### src/rtl/cpu_ctrl_pkg.sv
// rtl/cpu_ctrl_pkg.sv - shared opcodes, step indices and decode helpers for the control sequencer
package cpu_ctrl_pkg;

    localparam logic [3:0] OP_LD   = 4'b0000;
    localparam logic [3:0] OP_ST   = 4'b0001;
    localparam logic [3:0] OP_DATA = 4'b0010;
    localparam logic [3:0] OP_JMPR = 4'b0011;
    localparam logic [3:0] OP_JMP  = 4'b0100;
    localparam logic [3:0] OP_JCON = 4'b0101;
    localparam logic [3:0] OP_CLF  = 4'b0110;
    localparam logic [3:0] OP_IO   = 4'b0111;

    localparam logic [2:0] ALU_ADD = 3'b000;
    localparam logic [2:0] ALU_CMP = 3'b111;

    // Bit positions of each step inside the one-hot step register.
    localparam logic [2:0] S1 = 3'd0;
    localparam logic [2:0] S2 = 3'd1;
    localparam logic [2:0] S3 = 3'd2;
    localparam logic [2:0] S4 = 3'd3;
    localparam logic [2:0] S5 = 3'd4;
    localparam logic [2:0] S6 = 3'd5;

    typedef enum logic [1:0] {
        ST_IDLE = 2'b00,
        ST_RUN  = 2'b01,
        ST_HALT = 2'b10
    } run_state_t;

    // Bit position of the final step that carries micro-ops for this instruction.
    function automatic logic [2:0] last_step(input logic [7:0] ir);
        logic [2:0] last;
        if (ir[7]) begin
            last = (ir[6:4] == ALU_CMP) ? S5 : S6;
        end else begin
            case (ir[7:4])
                OP_LD, OP_ST, OP_JMP: last = S5;
                OP_DATA, OP_JCON:     last = S6;
                default:              last = S4;
            endcase
        end
        return last;
    endfunction

endpackage

### src/rtl/ctrl_step_counter.sv
// rtl/ctrl_step_counter.sv - one-hot step register with idle, stall hold, early wrap and halt
module ctrl_step_counter
    import cpu_ctrl_pkg::*;
#(
    parameter int NUM_STEPS = 6
) (
    input  logic                 clk,
    input  logic                 reset,
    input  logic                 stall,
    input  logic                 wrap,
    input  logic                 halt_req,
    output logic [NUM_STEPS-1:0] step,
    output logic                 halted
);

    localparam logic [NUM_STEPS-1:0] FIRST = {{(NUM_STEPS-1){1'b0}}, 1'b1};

    run_state_t           state;
    run_state_t           state_next;
    logic [NUM_STEPS-1:0] step_next;

    always_ff @(posedge clk) begin
        if (!reset) begin
            state <= ST_IDLE;
            step  <= '0;
        end else begin
            state <= state_next;
            step  <= step_next;
        end
    end

    always_comb begin
        state_next = state;
        step_next  = step;
        case (state)
            ST_IDLE: begin
                state_next = ST_RUN;
                step_next  = FIRST;
            end
            ST_RUN: begin
                // A stalled RAM step keeps its strobes up until mem_ready.
                if (!stall) begin
                    if (halt_req) begin
                        state_next = ST_HALT;
                        step_next  = '0;
                    end else if (wrap || step[NUM_STEPS-1]) begin
                        step_next = FIRST;
                    end else begin
                        step_next = step << 1;
                    end
                end
            end
            ST_HALT: begin
                step_next = '0;
            end
            default: begin
                state_next = ST_IDLE;
                step_next  = '0;
            end
        endcase
    end

    assign halted = (state == ST_HALT);

endmodule

### src/rtl/ctrl_seq_gen.sv
// rtl/ctrl_seq_gen.sv - micro-sequenced control unit: instruction decode and bus/set strobes
module ctrl_seq_gen
    import cpu_ctrl_pkg::*;
#(
    parameter int NUM_STEPS = 6,
    parameter bit EARLY_END = 1'b1,
    parameter bit RAM_WAIT  = 1'b1
) (
    input  logic                 dclk,
    input  logic                 reset,
    input  logic [7:0]           ir,
    input  logic [3:0]           flags,
    input  logic                 mem_ready,
    output logic [NUM_STEPS-1:0] step,
    output logic                 bus1,
    output logic                 e_iar,
    output logic                 e_ram,
    output logic                 e_acc,
    output logic                 e_disp_unused,
    output logic [3:0]           e_reg,
    output logic                 s_ir,
    output logic                 s_mar,
    output logic                 s_iar,
    output logic                 s_acc,
    output logic                 s_ram,
    output logic                 s_tmp,
    output logic                 s_flags,
    output logic                 s_disp,
    output logic [3:0]           s_reg,
    output logic [2:0]           alu_op,
    output logic                 halted
);

    logic [3:0] opcode;
    logic [3:0] ra_sel;
    logic [3:0] rb_sel;
    logic       cond;
    logic [2:0] last_idx;
    logic       wrap;
    logic       stall;
    logic       halt_req;

    assign opcode   = ir[7:4];
    assign ra_sel   = 4'b0001 << ir[3:2];
    assign rb_sel   = 4'b0001 << ir[1:0];
    assign cond     = |(ir[3:0] & flags);
    assign last_idx = last_step(ir);
    assign wrap     = EARLY_END && step[last_idx];
    assign stall    = RAM_WAIT && !mem_ready && (e_ram || s_ram);
    assign halt_req = step[S4] && !ir[7] && (opcode == OP_IO) && ir[3];

    assign e_disp_unused = 1'b0;

    ctrl_step_counter #(
        .NUM_STEPS(NUM_STEPS)
    ) u_step_counter (
        .clk      (dclk),
        .reset    (reset),
        .stall    (stall),
        .wrap     (wrap),
        .halt_req (halt_req),
        .step     (step),
        .halted   (halted)
    );

    always_comb begin
        bus1    = 1'b0;
        e_iar   = 1'b0;
        e_ram   = 1'b0;
        e_acc   = 1'b0;
        e_reg   = 4'b0000;
        s_ir    = 1'b0;
        s_mar   = 1'b0;
        s_iar   = 1'b0;
        s_acc   = 1'b0;
        s_ram   = 1'b0;
        s_tmp   = 1'b0;
        s_flags = 1'b0;
        s_disp  = 1'b0;
        s_reg   = 4'b0000;
        alu_op  = ALU_ADD;
        if (step[S1]) begin
            bus1  = 1'b1;
            e_iar = 1'b1;
            s_mar = 1'b1;
            s_acc = 1'b1;
        end else if (step[S2]) begin
            e_ram = 1'b1;
            s_ir  = 1'b1;
        end else if (step[S3]) begin
            e_acc = 1'b1;
            s_iar = 1'b1;
        end else if (ir[7]) begin
            if (step[S4]) begin
                e_reg = rb_sel;
                s_tmp = 1'b1;
            end else if (step[S5]) begin
                e_reg   = ra_sel;
                alu_op  = ir[6:4];
                s_acc   = 1'b1;
                s_flags = 1'b1;
            end else if (step[S6] && ir[6:4] != ALU_CMP) begin
                e_acc = 1'b1;
                s_reg = rb_sel;
            end
        end else begin
            case (opcode)
                OP_LD: begin
                    if (step[S4]) begin
                        e_reg = ra_sel;
                        s_mar = 1'b1;
                    end else if (step[S5]) begin
                        e_ram = 1'b1;
                        s_reg = rb_sel;
                    end
                end
                OP_ST: begin
                    if (step[S4]) begin
                        e_reg = ra_sel;
                        s_mar = 1'b1;
                    end else if (step[S5]) begin
                        e_reg = rb_sel;
                        s_ram = 1'b1;
                    end
                end
                OP_DATA: begin
                    if (step[S4]) begin
                        bus1  = 1'b1;
                        e_iar = 1'b1;
                        s_mar = 1'b1;
                        s_acc = 1'b1;
                    end else if (step[S5]) begin
                        e_ram = 1'b1;
                        s_reg = rb_sel;
                    end else if (step[S6]) begin
                        e_acc = 1'b1;
                        s_iar = 1'b1;
                    end
                end
                OP_JMPR: begin
                    if (step[S4]) begin
                        e_reg = rb_sel;
                        s_iar = 1'b1;
                    end
                end
                OP_JMP: begin
                    if (step[S4]) begin
                        e_iar = 1'b1;
                        s_mar = 1'b1;
                    end else if (step[S5]) begin
                        e_ram = 1'b1;
                        s_iar = 1'b1;
                    end
                end
                OP_JCON: begin
                    if (step[S4]) begin
                        bus1  = 1'b1;
                        e_iar = 1'b1;
                        s_mar = 1'b1;
                        s_acc = 1'b1;
                    end else if (step[S5]) begin
                        e_acc = 1'b1;
                        s_iar = 1'b1;
                    end else if (step[S6] && cond) begin
                        // Untaken jumps still spend the s6 cycle, just without strobes.
                        e_ram = 1'b1;
                        s_iar = 1'b1;
                    end
                end
                OP_CLF: begin
                    if (step[S4]) begin
                        bus1    = 1'b1;
                        s_flags = 1'b1;
                    end
                end
                OP_IO: begin
                    if (step[S4] && !ir[3]) begin
                        e_reg  = rb_sel;
                        s_disp = 1'b1;
                    end
                end
                default: begin
                end
            endcase
        end
    end

endmodule

### config.mk
export PLATFORM = sky130hd
export DESIGN_NAME = ctrl_seq_gen
export DESIGN_NICKNAME = d
export VERILOG_FILES = /design/src/rtl/cpu_ctrl_pkg.sv /design/src/rtl/ctrl_step_counter.sv /design/src/rtl/ctrl_seq_gen.sv
export SDC_FILE = /design/constraint.sdc
export NUM_CORES = 1
export LEC_CHECK = 0
export ABC_CLOCK_PERIOD_IN_PS = 3100
export BUFFER_PORTS_ARGS = -buffer_cell sky130_fd_sc_hd__buf_4
export CELL_PAD_IN_SITES_DETAIL_PLACEMENT = 1
export CELL_PAD_IN_SITES_GLOBAL_PLACEMENT = 1
export CORE_MARGIN = 5
export CORE_UTILIZATION = 33
export CTS_BUF_LIST = sky130_fd_sc_hd__clkbuf_4 sky130_fd_sc_hd__clkbuf_8
export CTS_CLUSTER_SIZE = 10
export DETAILED_ROUTE_END_ITERATION = 12
export GPL_ROUTABILITY_DRIVEN = 0
export PLACE_DENSITY_LB_ADDON = 0.3
export SLEW_MARGIN = 10
export SYNTH_ARGS = -nofsm -noshare
export SYNTH_HDL_FRONTEND = slang
export SYNTH_HIERARCHICAL = 1
export SYNTH_SLANG_ARGS = --single-unit
### constraint.sdc
create_clock -name dclk -period 3.1 [get_ports dclk]
set_clock_uncertainty 0.1 [all_clocks]
set_input_delay 0.465 -clock dclk [delete_from_list [all_inputs] [get_ports dclk]]
set_output_delay 0.465 -clock dclk [all_outputs]
set_load 0.005 [all_outputs]
==> metrics <==
outcome=complete, no violations; Ys Warns=6; number of fill cells in the layout=420; number of clock sinks=8; DRC=0; Final Hold Viols=0; final net count=208; Yosys top cell area share=14.8%; share of cells above drive strength 1=~28%; Cell Area, Synth=1080 um2; Root Driver=clkbuf_4; Arr. time, crit path=2260 ps; H-tree Lvls=1; core outline area=3100 um2; sequential cell area=160 um2; M2 GR Usage=around 29%; met1 Use GR=22.2%; Final Cell Area=1440 um2; Final Cycle Share=91.1%; initial antenna violation count=0; Worst-Skew Late Latency=250 ps; Worst Path Max Fanout=14; placed cell count=between 200 and 250; Slew Limit Fails=0; Worst Hold Class=input pin to register; DIE AREA=4530 um2; peak supply drop=between 0.1 and 0.15 mV; antenna viol nets, final=0; main area contributors after synthesis=dfxtp_1, nand2_1, o21ai_0; Total Routed Length=3850 um; Num CTS Buffers=3; IO Port Bufs=44; WL/cell=16.4 um; hpwl dp=3000 um; Setup Viol. Count Final=0; post-route minimum period=2820 ps; Multi-input gate area=840 um2; crit path kind=register to output pin; sequential element share of the synthesized area=14.8%; unrepaired setup endpoints after global routing=no; Post-synth top cells=nand2_1, clkbuf_1, o21ai_0; CTS tree=built; met3 usage=2.16%; Initial DRT Pass Iterations=4; Startpoint Class=register; grt peak-use layer=met2; placed instance area=~1400 um2; Syn Nets=172; Post-Layout Cell Count=235; Hold Buf Count CTS=0; Synth Instances=157; Max Buffers Root-to-Sink=2; slew of the pin with the lowest slew margin=549 ps; Slew Limit Headroom=63.3%; Post-CTS Setup Inserts=0; Synth Area per Inst=between 6 and 7 um2; first-pass GRT wire length=6130 um; power per cell area=between 150 and 200 nW/um2; largest net degree at the start of global routing=29; final core utilization=46.5%; via count=1,338; Die H=roughly 67 um; Post-Place Setup Slack=569 ps; die width=67.3 um; top_reg_cell synth=dfxtp_1; worst r2r src=u_step_counter/step[3]; Vias/cell=5.69; Initial Util=34.9%; Worst Slack Setup Final=277 ps; post-synth cell types=between 40 and 50; ANT cells=0; Worst Setup End Kind=output pin; FFs w/ async S/R, synth=0%; vias in the first global route=~1.3k; Total Neg Setup Slack=0 ps; Post-synth EDFFs=0; grt ovf=0; IO Pins=46; Crit. Startpoint=u_step_counter/step[3]; post_cts resized=0; Layout area overhead=33.0%; Worst Hold Launch=reset; Critical Path RT=2530 ps; Synth Register Bits=8; DRT iter0 DRCs=70; Static Leak=0.606 nW; # rows=20; Yosys top cell by area=dfxtp_1; Max Freq=354 MHz; Reg clk slew, reported paths=50 ps; Max Cap Violations=0; top-count cell post-synth=nand2_1; GRT Overall Usage=17.2%
==> final cells by class <==
cell class	count	share of cell area, %
multi-input combinational	129	58.2
tap	44	3.82
inverter	5	1.30
timing repair buffer	46	24.0
clock buffer	3	1.56
sequential	8	11.1
==> sequential cells by signal (all words and copies together), names as in the netlist <==
register and cells:
u_step_counter/step 6, u_step_counter/state 2
==> path summary, 6_finish.rpt <==
path                        endpoint  slack [ps]  cells after the start
min reg2reg  u_step_counter/state[0]         420                      1
max                         e_reg[1]         280                      6
min          u_step_counter/state[1]         400                      2
max reg2reg   u_step_counter/step[4]         520                      5
==> report_power, final <==
part / switching, mW / internal [mW] / leakage, nW
combinational: 0.0513 / 0.0399 / 0.527
sequential: 0.00491 / 0.105 / 0.0652
clock: 0.0351 / 0.0443 / 0.0138
total: 0.0913 / 0.189 / 0.606
==> worst max-delay path: stages (launching register included) <==
cell      delay [ps]
dfxtp_1          630
buf_4            270
nand2b_1         150
nor3_1           350
o21ai_0          150
a221oi_1         280
buf_4            170
==> routing by layer <==
layer  up-vias  wire, um
met2        28      1880
li1        661         -
met3         6       155
met1       643      1760
met5         -         0
met4         0        58
==> logic make-up (layout without fill, tap and decap cells) <==
logic type / after synthesis / count (layout) / share of synthesized area (%)
buffers and inverters: 20 / 54 / 7.74
and+or+nand+nor: 73 / 73 / 39.0
AOI/OAI and AO/OA: 53 / 53 / 36.3
other: 1 / 1 / 0.346
DFF: 8 / 8 / 14.8
muxes: 2 / 2 / 1.85
==> cell usage in the layout, fill, tap and decap left out, types with 4 or more instances in the layout <==
cell type,instances
nand2b_1,6
a221oi_1,4
nor2_1,8
nand2_1,17
buf_4,46
nor3_1,8
inv_1,5
nor2b_1,6
a31oi_1,5
a21oi_1,6
dfxtp_1,8
o21ai_0,9
a32oi_1,4
nor3b_1,4
o32ai_1,5
==> metrics by stage <==
step                power [mW]  hold WS (ps)
CTS                      0.284           389
detailed placement       0.203           409
global placement         0.200           387
global route             0.303           378
floorplan                0.161           360
finish                   0.281           395
(Power assumes the default switching activity.)
